<file path="src/rtl/alu_op_issuer_pkg.sv">
// alu_op_issuer_pkg: opcodes, opcode type and FSM state encoding shared
// by the ALU request issuer and its request FIFO.
package alu_op_issuer_pkg;

  typedef logic [2:0] op_t;

  localparam op_t OP_ADD  = 3'b000;
  localparam op_t OP_AND  = 3'b001;
  localparam op_t OP_OR   = 3'b010;
  localparam op_t OP_MUL  = 3'b011;
  localparam op_t OP_SUB  = 3'b100;
  localparam op_t OP_SLT  = 3'b101;
  localparam op_t OP_ILL6 = 3'b110;
  localparam op_t OP_ILL7 = 3'b111;

  typedef enum logic [1:0] {
    ST_IDLE  = 2'd0,
    ST_ISSUE = 2'd1,
    ST_CAPT  = 2'd2,
    ST_RESP  = 2'd3
  } state_t;

  // Opcodes the ALU does not define.
  function automatic logic op_is_illegal(input op_t op);
    return (op == OP_ILL6) || (op == OP_ILL7);
  endfunction

endpackage

</file>
<file path="src/rtl/alu_op_issuer_fifo.sv">
// alu_req_fifo: small synchronous FIFO holding packed {op, A, B, tag}
// requests. Pointers carry one extra wrap bit to tell full from empty.
// Storage is not reset; only the pointers are.
module alu_req_fifo #(
  parameter int DATA_W = 8,
  parameter int DEPTH  = 2
) (
  input  logic              clk,
  input  logic              rst_n,
  input  logic              push,
  input  logic [DATA_W-1:0] wdata,
  input  logic              pop,
  output logic [DATA_W-1:0] rdata,
  output logic              full,
  output logic              empty
);

  localparam int AW = $clog2(DEPTH);

  logic [DATA_W-1:0] mem [DEPTH];
  logic [AW:0]       wr_ptr;
  logic [AW:0]       rd_ptr;
  logic              do_push;
  logic              do_pop;

  assign do_push = push & ~full;
  assign do_pop  = pop & ~empty;

  // Advance read/write pointers; simultaneous push and pop both take effect.
  always_ff @(posedge clk or negedge rst_n) begin
    if (!rst_n) begin
      wr_ptr <= '0;
      rd_ptr <= '0;
    end else begin
      if (do_push) wr_ptr <= wr_ptr + 1'b1;
      if (do_pop)  rd_ptr <= rd_ptr + 1'b1;
    end
  end

  // Write the pushed entry into storage.
  always_ff @(posedge clk) begin
    if (do_push) mem[wr_ptr[AW-1:0]] <= wdata;
  end

  assign rdata = mem[rd_ptr[AW-1:0]];
  assign empty = (wr_ptr == rd_ptr);
  assign full  = (wr_ptr[AW] != rd_ptr[AW]) && (wr_ptr[AW-1:0] == rd_ptr[AW-1:0]);

endmodule

</file>
<file path="src/rtl/alu_op_issuer.sv">
// alu_op_issuer: buffers tagged ALU requests, drives the registered ALU's
// A/B/Sel inputs, captures its registered result and returns tagged
// responses.
// Optional feature macro: ALU_ISSUE_OPCHECK_EN -- when defined, opcodes
// 110/111 are never issued and are answered directly with RspErr=1.
//
// state | meaning
// IDLE  | waiting for a buffered request
// ISSUE | ALU inputs stable, ALU registers its result at the closing edge
// CAPT  | ALU result and zero flag copied into the response registers
// RESP  | response presented, held until RspReady
module alu_op_issuer #(
  parameter int TAG_W      = 4,
  parameter int FIFO_DEPTH = 2
) (
  input  logic             CLK,
  input  logic             RST_N,
  input  logic             ReqValid,
  output logic             ReqReady,
  input  logic [2:0]       ReqOp,
  input  logic [31:0]      ReqA,
  input  logic [31:0]      ReqB,
  input  logic [TAG_W-1:0] ReqTag,
  output logic [31:0]      AluA,
  output logic [31:0]      AluB,
  output logic [2:0]       AluSel,
  input  logic [31:0]      AluR,
  input  logic             AluZ,
  output logic             RspValid,
  input  logic             RspReady,
  output logic [31:0]      RspData,
  output logic             RspZero,
  output logic [TAG_W-1:0] RspTag,
  output logic             RspErr
);

  import alu_op_issuer_pkg::*;

  localparam int ENTRY_W = 3 + 32 + 32 + TAG_W;

  logic               fifo_full;
  logic               fifo_empty;
  logic               fifo_push;
  logic               fifo_pop;
  logic [ENTRY_W-1:0] fifo_wdata;
  logic [ENTRY_W-1:0] fifo_rdata;
  op_t                head_op;
  logic [31:0]        head_a;
  logic [31:0]        head_b;
  logic [TAG_W-1:0]   head_tag;
  state_t             state;

  // Ready is gated by reset so the requester never sees a spurious accept.
  assign ReqReady   = RST_N & ~fifo_full;
  assign fifo_push  = ReqValid & ReqReady;
  assign fifo_wdata = {ReqOp, ReqA, ReqB, ReqTag};
  assign {head_op, head_a, head_b, head_tag} = fifo_rdata;

  // The FSM is the only consumer: it pops from IDLE, or straight out of
  // RESP on the response handshake to keep one op per three cycles.
  assign fifo_pop = ~fifo_empty &
                    ((state == ST_IDLE) | ((state == ST_RESP) & RspReady));

  alu_req_fifo #(
    .DATA_W (ENTRY_W),
    .DEPTH  (FIFO_DEPTH)
  ) u_fifo (
    .clk   (CLK),
    .rst_n (RST_N),
    .push  (fifo_push),
    .wdata (fifo_wdata),
    .pop   (fifo_pop),
    .rdata (fifo_rdata),
    .full  (fifo_full),
    .empty (fifo_empty)
  );

`ifdef ALU_ISSUE_OPCHECK_EN
  logic rsp_err;
  assign RspErr = rsp_err;
`else
  assign RspErr = 1'b0;
`endif

  // Issue sequencing FSM with registered ALU-side and response-side outputs.
  always_ff @(posedge CLK or negedge RST_N) begin
    if (!RST_N) begin
      state    <= ST_IDLE;
      AluA     <= '0;
      AluB     <= '0;
      AluSel   <= '0;
      RspValid <= 1'b0;
      RspData  <= '0;
      RspZero  <= 1'b0;
      RspTag   <= '0;
`ifdef ALU_ISSUE_OPCHECK_EN
      rsp_err  <= 1'b0;
`endif
    end else begin
      case (state)
        ST_IDLE:  state <= ST_IDLE;
        ST_ISSUE: state <= ST_CAPT;
        ST_CAPT: begin
          RspData  <= AluR;
          RspZero  <= AluZ;
          RspValid <= 1'b1;
`ifdef ALU_ISSUE_OPCHECK_EN
          rsp_err  <= 1'b0;
`endif
          state    <= ST_RESP;
        end
        ST_RESP: begin
          if (RspReady) begin
            RspValid <= 1'b0;
            state    <= ST_IDLE;
          end
        end
        default: state <= ST_IDLE;
      endcase

      // A pop overrides the state's own next-state choice.
      if (fifo_pop) begin
        RspTag <= head_tag;
`ifdef ALU_ISSUE_OPCHECK_EN
        if (op_is_illegal(head_op)) begin
          RspData  <= '0;
          RspZero  <= 1'b0;
          rsp_err  <= 1'b1;
          RspValid <= 1'b1;
          state    <= ST_RESP;
        end else
`endif
        begin
          AluA   <= head_a;
          AluB   <= head_b;
          AluSel <= head_op;
          state  <= ST_ISSUE;
        end
      end
    end
  end

endmodule

</file>
<file path="config.mk">
export PLATFORM = sky130hd
export DESIGN_NAME = alu_op_issuer
export DESIGN_NICKNAME = d
export VERILOG_FILES = /design/src/rtl/alu_op_issuer_pkg.sv /design/src/rtl/alu_op_issuer_fifo.sv /design/src/rtl/alu_op_issuer.sv
export SDC_FILE = /design/constraint.sdc
export NUM_CORES = 1
export LEC_CHECK = 0
export ABC_CLOCK_PERIOD_IN_PS = 8700
export BUFFER_PORTS_ARGS = -buffer_cell sky130_fd_sc_hd__buf_2
export CAP_MARGIN = 20
export CORE_MARGIN = 8
export CORE_UTILIZATION = 50
export DETAILED_ROUTE_END_ITERATION = 12
export HOLD_SLACK_MARGIN = 0.15
export PLACE_DENSITY = 0.73
export SLEW_MARGIN = 20
export SYNTH_ARGS = -nofsm -noshare
export SYNTH_HDL_FRONTEND = slang
export SYNTH_SLANG_ARGS = --single-unit
</file>
<file path="constraint.sdc">
create_clock -name CLK -period 8.7 [get_ports CLK]
set_input_delay 0.87 -clock CLK [delete_from_list [all_inputs] [get_ports CLK]]
set_output_delay 0.87 -clock CLK [all_outputs]
set_load 0.05 [all_outputs]
</file>
==> impl_metrics.yaml <==
run_status:
  status: "completed"
logic_synthesis:
  seq_area_frac_synth_pct: 74.9
  netlist_area_um2: 9410
  avgSynthCellArea_um2: 19.4
  synth_warnings: 0
  ys_seq_elements: 253
  synth_cell_types: 29
  syn_nets: 596
  synthCells: 485
route:
  via_per_inst: 5.21
  routedWlPerCell_um: 19.9
  drc: 0
  drtAntennaViolNets: 0
  vias: 5023
  drt_wl_total_um: 19200
  first_pass_iters: 4
  drt_iter0_markers: 301
worst_setup_path:
  worst_setup_path_end_kind: "flip-flop"
  path_cells: "xnor2_1 -> a21oi_4 -> buf_4 -> mux2_2"
  path_class: "flip-flop to flip-flop"
  crit_family: "flip-flops"
  crit_required_ns: 9.10
  worst_path_max_delay_cell: "dfrtp_4"
  max_stage_delay_ns: 1.10
  crit_fanout: 75
  crit_arrival_ns: 3.84
  critPathLaunchType: "flip-flop"
  critical_path_buf_inv_count: 1
grt:
  overflow: 0
  grtUsageMet1_pct: 18.6
  grt_util_met3_pct: 3.95
  grt_pass1_vias: 5675
  met2_usage_pct: 29.1
  grt_pass1_wl_um: 30300
  gr-max-usage-layer: "met2"
  antenna_found_initial: 2
  track_usage_pct: 16.3
  grt_max_degree: 76
placed_design:
  gp_congestion: 0.771
  dp_hpwl_um: 12900
  io_buffers: 213
sta:
  report.final.slew_viol_count: 0
  hold_violations: 0
  finalCritPeriodShare_pct: 39.5
  fmax_mhz: 291
  fin_skew_ns: 0.0137
  slew_headroom_pct: 30.9
  rsz0062_at_grt: "no"
  setup_tns_ns: 0
  min_period_ns: 3.44
  final-setup-viol-count: 0
  worstMarginPinSlew_ns: 1.04
final_layout:
  area_growth_pct: 23.0
  final_common_cell: "buf_2"
  drive_gt1_share_pct: 59.5
  nNetsFinal: 821
  final_cell_mix: "212 x buf_2, 170 x mux2_2, 142 x edfxtp_1"
  fillers: 1355
min_path:
  holdCritPathClass: "primary input to async pin"
clocking:
  cts_htree_levels: 1
  cts_tree: "built"
  cts-resized-gates: 0
  cts_buffers: 26
  cts_root_buf: "clkbuf_16"
  clock_latency_ns: 0.52
  ctsHoldBuffers: 0
  post_cts_buffers: 0
  clockBufferDepth: 3
  path_clk_slew_ns: 0.06
  clkSinkCount: 253
job:
  maxCapViolCount: 0
floorplanning:
  rows: 50
  die_h_um: 153
  die_x_um: 153
  initial_utilization_pct: 50.6
  ios: 215
  dieArea_um2: 23500
  core_area_um2: 18600
[through the flow]
step	util, %	hold slack [ns]	cell area [um2]	setup WS, ns	cells
final	62.3	0.242	11600	5.26	965
after global placement	57.5	0.464	10700	5.28	916
after detailed placement	57.5	0.480	10700	5.20	916
after global routing	62.3	0.240	11600	5.00	965
after floorplan	-	0.511	9410	3.91	485
after CTS	62.3	0.223	11600	5.18	964
[per-layer routing]
| layer | wire, um | vias to the layer above |
|---|---|---|
| met3 | 1100 | 39 |
| li1 | - | 2273 |
| met5 | 13 | - |
| met4 | 453 | 2 |
| met2 | 10100 | 160 |
| met1 | 7500 | 2549 |
[worst register-to-register path, delay by kind of cell (launching register included)]
family                    cells  cell delay (ns)
DFF                           1             1.10
muxes                         1             0.47
xor gates and xnor gates      1             0.36
AOI/OAI and AO/OA             1             0.69
buffers and inverters         1             0.70
[worst paths after layout]
| path | from | endpoint | slack (ns) | cells past startpoint |
|---|---|---|---|---|
| min | RST_N | RspData[0] | 0.24 | 1 |
| max reg2reg | u_fifo.rd_ptr[0] | AluB[6] | 5.26 | 4 |
| min reg2reg | AluB[23] | AluB[23] | 0.49 | 1 |
| min in group CLK | AluB[23] | AluB[23] | 0.49 | 1 |
| max | u_fifo.rd_ptr[0] | AluB[6] | 5.26 | 4 |
| max in group asynchronous | RST_N | AluB[27] | 6.89 | 3 |
[registers in the layout, summed over array words and instances (netlist names)]
register and count:
RspValid 1, u_fifo.wr_ptr 2, RspData 32, AluSel 3, AluB 32, RspZero 1
u_fifo.mem 142, state 2, RspTag 4, u_fifo.rd_ptr 2, AluA 32
[layout make-up]
type	instances	area, um2	area share [%]
Sequential cell	253	7050	60.9
Multi-Input combinational cell	207	2220	19.2
Timing Repair Buffer	218	1110	9.56
Clock buffer	28	658	5.69
Tap cell	234	293	2.53
Clock inverter	20	233	2.01
Inverter	4	15.0	0.130
Antenna cell	1	2.50	0.0216
[kinds of logic (layout without fill, tap and decap cells)]
logic type | after synthesis | count (layout) | synth area share (%)
xor gates and xnor gates | 7 | 7 | 0.652
buffers and inverters | 25 | 270 | 1.69
muxes | 176 | 176 | 21.1
DFF | 253 | 253 | 74.9
and+or+nand+nor | 10 | 10 | 0.505
other | 1 | 2 | 0.0399
AOI/OAI and AO/OA | 10 | 10 | 0.798
adders and majority gates | 3 | 3 | 0.399
[synth_stat cells, drive strengths merged]
cell	count	area share, %
buf	15	1.3
clkbuf	6	0.24
edfxtp	142	45
o221ai	1	0.093
a211oi	1	0.080
nand3	1	0.053
nor2	2	0.080
inv	4	0.16
and2	1	0.067
a21oi	3	0.28
nor2b	1	0.067
nor3	1	0.053
dfrtp	111	30
conb	1	0.040
xor2	4	0.37
o22ai	1	0.067
nand2	3	0.12
ha	3	0.40
mux2	176	21
o32ai	1	0.093
a21boi	1	0.080
xnor2	3	0.28
nand2b	1	0.067
o21ai	2	0.11
Power is not shown: default switching activity piles up to over one toggle a cycle in this logic, so the estimate is an artifact.
